**config.mk**
```make
export PLATFORM = sky130hd
export DESIGN_NAME = fm_tx_nco
export DESIGN_NICKNAME = d
export VERILOG_FILES = /design/src/rtl/fm_tx_nco.sv
export SDC_FILE = /design/constraint.sdc
export NUM_CORES = 1
export LEC_CHECK = 0
export ABC_AREA = 0
export BUFFER_PORTS_ARGS = -buffer_cell sky130_fd_sc_hd__buf_2
export CELL_PAD_IN_SITES_DETAIL_PLACEMENT = 1
export CELL_PAD_IN_SITES_GLOBAL_PLACEMENT = 1
export CORE_AREA = 2 2 166 168
export CTS_CLUSTER_SIZE = 20
export DETAILED_ROUTE_END_ITERATION = 8
export DIE_AREA = 0 0 168 170
export HOLD_SLACK_MARGIN = 0.02
export PLACE_DENSITY = 0.52
export REMOVE_ABC_BUFFERS = 1
export SLEW_MARGIN = 30
export SYNTH_ARGS = -nofsm -noshare
export SYNTH_HDL_FRONTEND = slang
export SYNTH_SLANG_ARGS = --single-unit
```
**constraint.sdc**
```tcl
create_clock -name i_clk -period 4.2 [get_ports i_clk]
set_input_delay 0.42 -clock i_clk [delete_from_list [all_inputs] [get_ports i_clk]]
set_output_delay 0.42 -clock i_clk [all_outputs]
set_load 0.005 [all_outputs]
```
**src/rtl/fm_tx_nco.sv**
```systemverilog
// FM transmitter core: phase-accumulator NCO with a runtime carrier tuning
// word, frequency-modulated by audio samples taken from a small stream FIFO
// (or an internal square test tone) at a programmable sample rate.
module fm_tx_nco #(
   parameter int P_ACC_W      = 32,
   parameter int P_SMP_W      = 8,
   parameter int P_DEV_SHIFT  = 8,
   parameter int P_FIFO_DEPTH = 4,
   parameter int P_RATE_W     = 16
) (
   input  logic                i_clk,
   input  logic                i_nrst,
   input  logic                i_en,
   input  logic [P_ACC_W-1:0]  i_ftw,
   input  logic [P_RATE_W-1:0] i_rate,
   input  logic [1:0]          i_mode,
   input  logic                i_smp_valid,
   input  logic [P_SMP_W-1:0]  i_smp_data,
   output logic                o_smp_ready,
   input  logic                i_clr_uf,
   output logic                o_underflow,
   output logic                o_fm
);

   localparam int P_PTR_W = $clog2(P_FIFO_DEPTH);

   typedef enum logic [1:0] {
      MODE_CARRIER = 2'b00,
      MODE_STREAM  = 2'b01,
      MODE_TONE    = 2'b10,
      MODE_RSVD    = 2'b11
   } mode_t;

   // Full-scale tone levels: +max and -max of a two's complement sample.
   localparam logic [P_SMP_W-1:0] SMP_POS_MAX = {1'b0, {(P_SMP_W-1){1'b1}}};
   localparam logic [P_SMP_W-1:0] SMP_NEG_MAX = {1'b1, {(P_SMP_W-1){1'b0}}};

   mode_t mode;
   assign mode = mode_t'(i_mode);

   // FIFO storage; pointers carry one extra wrap bit to tell full from empty.
   logic [P_SMP_W-1:0] mem [P_FIFO_DEPTH];
   logic [P_PTR_W:0]   wr_ptr;
   logic [P_PTR_W:0]   rd_ptr;
   logic               fifo_empty;
   logic               fifo_full;
   logic [P_SMP_W-1:0] fifo_head;

   logic [P_RATE_W-1:0] rate_cnt;
   logic                tick;
   logic                push;
   logic                pop;
   logic                uf_set;

   logic [P_SMP_W-1:0]  cur_smp;
   logic                tone_pol;
   logic [P_ACC_W-1:0]  smp_ext;
   logic [P_ACC_W-1:0]  dev;
   logic [P_ACC_W-1:0]  ftw_eff;
   logic [P_ACC_W-1:0]  acc;

   assign fifo_empty  = (wr_ptr == rd_ptr);
   assign fifo_full   = (wr_ptr[P_PTR_W] != rd_ptr[P_PTR_W]) &&
                        (wr_ptr[P_PTR_W-1:0] == rd_ptr[P_PTR_W-1:0]);
   assign fifo_head   = mem[rd_ptr[P_PTR_W-1:0]];
   assign o_smp_ready = !fifo_full;

   // Decode the per-cycle strobes: sample tick, FIFO push/pop, underflow set.
   always_comb begin
      // NOTE: every combinational output gets a default first so no path leaves it unassigned (no latch).
      tick   = 1'b0;
      push   = 1'b0;
      pop    = 1'b0;
      uf_set = 1'b0;
      if (i_en && (rate_cnt == i_rate)) tick = 1'b1;
      if (i_smp_valid && !fifo_full)    push = 1'b1;
      if (tick && (mode == MODE_STREAM)) begin
         pop    = !fifo_empty;
         uf_set = fifo_empty;
      end
   end

   // Sample storage write; contents are qualified by the pointers only.
   always_ff @(posedge i_clk) begin
      // NOTE: the memory array is deliberately not reset; resetting the pointers already empties the FIFO.
      if (push) mem[wr_ptr[P_PTR_W-1:0]] <= i_smp_data;
   end

   // FIFO pointers: push and pop in the same cycle are both honoured.
   always_ff @(posedge i_clk or negedge i_nrst) begin
      // NOTE: sequential state uses non-blocking assignments so every register samples pre-edge values.
      if (!i_nrst) begin
         wr_ptr <= '0;
         rd_ptr <= '0;
      end else begin
         if (push) wr_ptr <= wr_ptr + 1'b1;
         if (pop)  rd_ptr <= rd_ptr + 1'b1;
      end
   end

   // Sample-rate counter: 0..i_rate while enabled, parked at 0 when disabled.
   // Wrapping on >= keeps the period short if i_rate is lowered mid-count.
   always_ff @(posedge i_clk or negedge i_nrst) begin
      if (!i_nrst) begin
         rate_cnt <= '0;
      end else if (!i_en || (rate_cnt >= i_rate)) begin
         rate_cnt <= '0;
      end else begin
         rate_cnt <= rate_cnt + 1'b1;
      end
   end

   // Current modulating sample, selected by mode; carrier mode forces zero.
   always_ff @(posedge i_clk or negedge i_nrst) begin
      if (!i_nrst) begin
         cur_smp  <= '0;
         tone_pol <= 1'b0;
      end else begin
         case (mode)
            MODE_STREAM: begin
               if (tick) cur_smp <= fifo_empty ? '0 : fifo_head;
            end
            MODE_TONE: begin
               if (tick) begin
                  tone_pol <= !tone_pol;
                  cur_smp  <= tone_pol ? SMP_NEG_MAX : SMP_POS_MAX;
               end
            end
            default: cur_smp <= '0;
         endcase
      end
   end

   // Sticky underflow flag; a new underflow beats a simultaneous clear.
   always_ff @(posedge i_clk or negedge i_nrst) begin
      if (!i_nrst) begin
         o_underflow <= 1'b0;
      end else if (uf_set) begin
         o_underflow <= 1'b1;
      end else if (i_clr_uf) begin
         o_underflow <= 1'b0;
      end
   end

   // Deviation: sign-extend the sample, shift left, drop bits above the MSB.
   assign smp_ext = {{(P_ACC_W-P_SMP_W){cur_smp[P_SMP_W-1]}}, cur_smp};
   assign dev     = smp_ext << P_DEV_SHIFT;

   // Registered effective tuning word (carrier plus deviation).
   always_ff @(posedge i_clk or negedge i_nrst) begin
      if (!i_nrst) begin
         ftw_eff <= '0;
      end else begin
         ftw_eff <= i_ftw + dev;
      end
   end

   // Phase accumulator and registered MSB output; both cleared while disabled.
   always_ff @(posedge i_clk or negedge i_nrst) begin
      if (!i_nrst) begin
         acc  <= '0;
         o_fm <= 1'b0;
      end else if (!i_en) begin
         acc  <= '0;
         o_fm <= 1'b0;
      end else begin
         acc  <= acc + ftw_eff;
         o_fm <= acc[P_ACC_W-1];
      end
   end

endmodule

```
==> metrics.yaml <==
synth:
  synthXorXnorAreaFrac_pct: 7.05
  synth_ff_type: "dfrtp_1"
  synthAdderAreaFrac_pct: 12.8
  synth_area_mm2: 0.00796
  synth_top_family_by_area: "compound AO/OA/AOI/OAI gates"
  seq_area_frac_synth_pct: 42.6
  synth_simple_gate_area_share_pct: 14.1
  synthArstFlopShare_pct: 75.2
  yosysWarnings: 0
  synth_edf_count: 32
  syn-instance-count: 778
  synthMuxAreaShare_pct: 3.16
  avgSynthCellArea_um2: 10.2
  synth.distinct_cells: 61
  synth_compound_area_share_pct: 17.0
  ys_ff_latch: 129
sta:
  fin_crit_ns: 3.14
  finalHoldViolations: 0
  slew_headroom_pct: 52.3
  finalCritPeriodShare_pct: 74.7
  worst_pin_slew_ns: 0.716
  fmax_ghz: 0.319
  fin_tns_setup_ns: 0
  skew_ns: 0.0134
  rsz0062_at_grt: "false"
  setup_violations: 0
  report.final.slew_viol_count: 0
layout:
  drive_gt1_share_pct: 14.0
  finalNetCount: 987
  mostFrequentLayoutCells: "97 x dfrtp_1, 78 x ha_1, 64 x buf_2"
  final_common_cell: "dfrtp_1"
  multi_input_area_mm2: 0.00431
  fillers: 2976
  seqCellArea_mm2: 0.00339
  syn_to_final_growth_pct: 17.2
run:
  maxCapViolations: 0
clock_network:
  ctsResizeCount: 0
  clock-sinks: 129
  clkTransAtPathRegs_ns: 0.06
  ctsHoldBuffers: 0
  tritoncts: "built"
  clkLatencyLatePin_ns: 0.42
  cts_htree_levels: 4
  postCtsSetupRepairBufs: 0
  cts_root_buffer: "clkbuf_16"
  cts_buffers: 17
  cts_buffer_depth: 2
placement:
  routabilityCongestion: 0.810
  port_buffers: 65
  dp_hpwl_um: 15600
worst_setup_path:
  slowest_delay_ns: 0.50
  endpoint_kind: "register"
  cp_max_fo: 3
  worst_setup_path_start_kind: "register"
  crit_type: "reg -> reg"
  crit_required_ns: 4.50
  path_common_cell: "o21ai_0"
  slowest_stage: "a221oi_1"
  arrival_ns: 3.43
  crit_chain: "ha_1, fa_1, a21o_1, a221oi_1, o21ai_0, a31o_2, o21ai_0, a41oi_1, xor2_1"
power_and_ir_drop:
  p_leak_uw: 0.00433
  total_power_uw: 5420
  ir_worst_vdd_mv: 0.269
  power.density_mw_per_mm2: 581
global_routing:
  grt_pass1_wl_um: 34500
  grt_pass1_vias: 6616
  grt_usage_pct: 15.3
  antenna_found_initial: 2
  grt_max_degree: 48
  overflow: 0
worst_hold_path:
  holdCritPathClass: "in -> async"
routing:
  drtIter0Drc: 318
  drc_errors: 0
  wirelength_um: 20500
  vias: 6037
  dr.pass1.iters: 4
  detail-route-antenna-nets: 0
  post_drt_wl_per_cell_um: 17.1
  drt-vias-per-instance: 5.04
die:
  io_pins: 66
  die_w_um: 168
  dieHeight_um: 170
  dieArea_mm2: 0.0286
  start_util_pct: 29.9
  rows: 60
  design.core.area_mm2: 0.0267
outcome:
  status: "completed"
==> final cells by class <==
type / count / area share [%]
clock inverter: 11 / 1.87
timing repair buffer: 70 / 3.92
inverter: 46 / 1.85
sequential: 129 / 36.3
multi-input combinational: 580 / 46.2
antenna: 1 / 0.0268
clock buffer: 21 / 5.17
tap: 341 / 4.58
==> routing by layer <==
layer	global-route usage (%)	share of wire, %
met5	0	0.054
met1	19.5	48
met3	3.09	2.8
met2	25.8	48
met4	5.22	1.5
==> logic make-up (layout without fill, tap and decap cells) <==
kind of cell,Yosys count,count (layout)
AND/OR/NAND/NOR,217,217
AO/OA/AOI/OAI,204,204
flip-flops,129,129
adder cells (fa/ha/maj),80,80
buffers and inverters,69,148
XOR/XNOR,64,64
multiplexers,15,15
other,0,1
==> state kept, by name, summed over array words and instances (netlist names) <==
register,count
rate_cnt,16
tone_pol,1
o_underflow,1
o_fm,1
ftw_eff,32
wr_ptr,3
acc,32
cur_smp,8
mem,32
rd_ptr,3
==> power by group <==
group / switching [µW] / total [µW] / internal, µW / leakage [µW]
sequential: 115 / 1670 / 1560 / 0.00152
clock: 596 / 1660 / 1060 / 0.000315
combinational: 1220 / 2080 / 864 / 0.00249
total: 1930 / 5420 / 3490 / 0.00433
==> critical path, delay by kind of cell, from the launching register on <==
family | cells | cell delay (ns)
AOI/OAI and AO/OA | 6 | 1.81
adders and majority gates | 2 | 0.63
DFF | 1 | 0.40
xor gates and xnor gates | 1 | 0.17
==> synthesized netlist by cell type (11+ instances only) <==
library cell  count  area share [%]
a21o_1           25             2.4
a21oi_1          57             3.6
and2_1           24             1.9
and3_1           12            0.94
clkbuf_1         21            0.99
dfrtp_1          97              31
edfxtp_1         32              12
ha_1             78              12
inv_1            46             2.2
nand2_1          57             2.7
nand3_1          21             1.3
nand4_1          13             1.0
nor2_1           42             2.0
nor2b_1          11            0.86
o21a_1           12             1.1
o21ai_0          36             2.3
o21bai_1         14             1.3
xnor2_1          41             4.5
xor2_1           23             2.5
==> path summary, 6_finish.rpt <==
kind / endpoint / startpoint / depth (start not counted) / slack, ns
worst max register to register: ftw_eff[30] / cur_smp[0] / 9 / 1.06
min in group i_clk: ftw_eff[2] / i_ftw[2] / 1 / 0.10
worst min register to register: wr_ptr[2] / wr_ptr[2] / 1 / 0.48
worst max-delay path: ftw_eff[30] / cur_smp[0] / 9 / 1.06
max in group asynchronous: ftw_eff[21] / i_nrst / 2 / 3.34
worst min-delay path: ftw_eff[2] / i_nrst / 1 / 0.03
==> stage by stage <==
step           cell area, µm²  setup slack (ns)  utilization, %  hold slack [ns]  std cells
3_3_place_gp             8660              1.01            32.5            0.476       1166
4_1_cts                  9320              1.06            35.0           0.0397       1198
2_1_floorplan            7870              1.49               -            0.124        755
3_5_place_dp             8660             0.932            32.5            0.477       1166
5_1_grt                  9320             0.824            35.0           0.0753       1198
6_report                 9320              1.06            35.0           0.0257       1199
(Power assumes the default switching activity.)
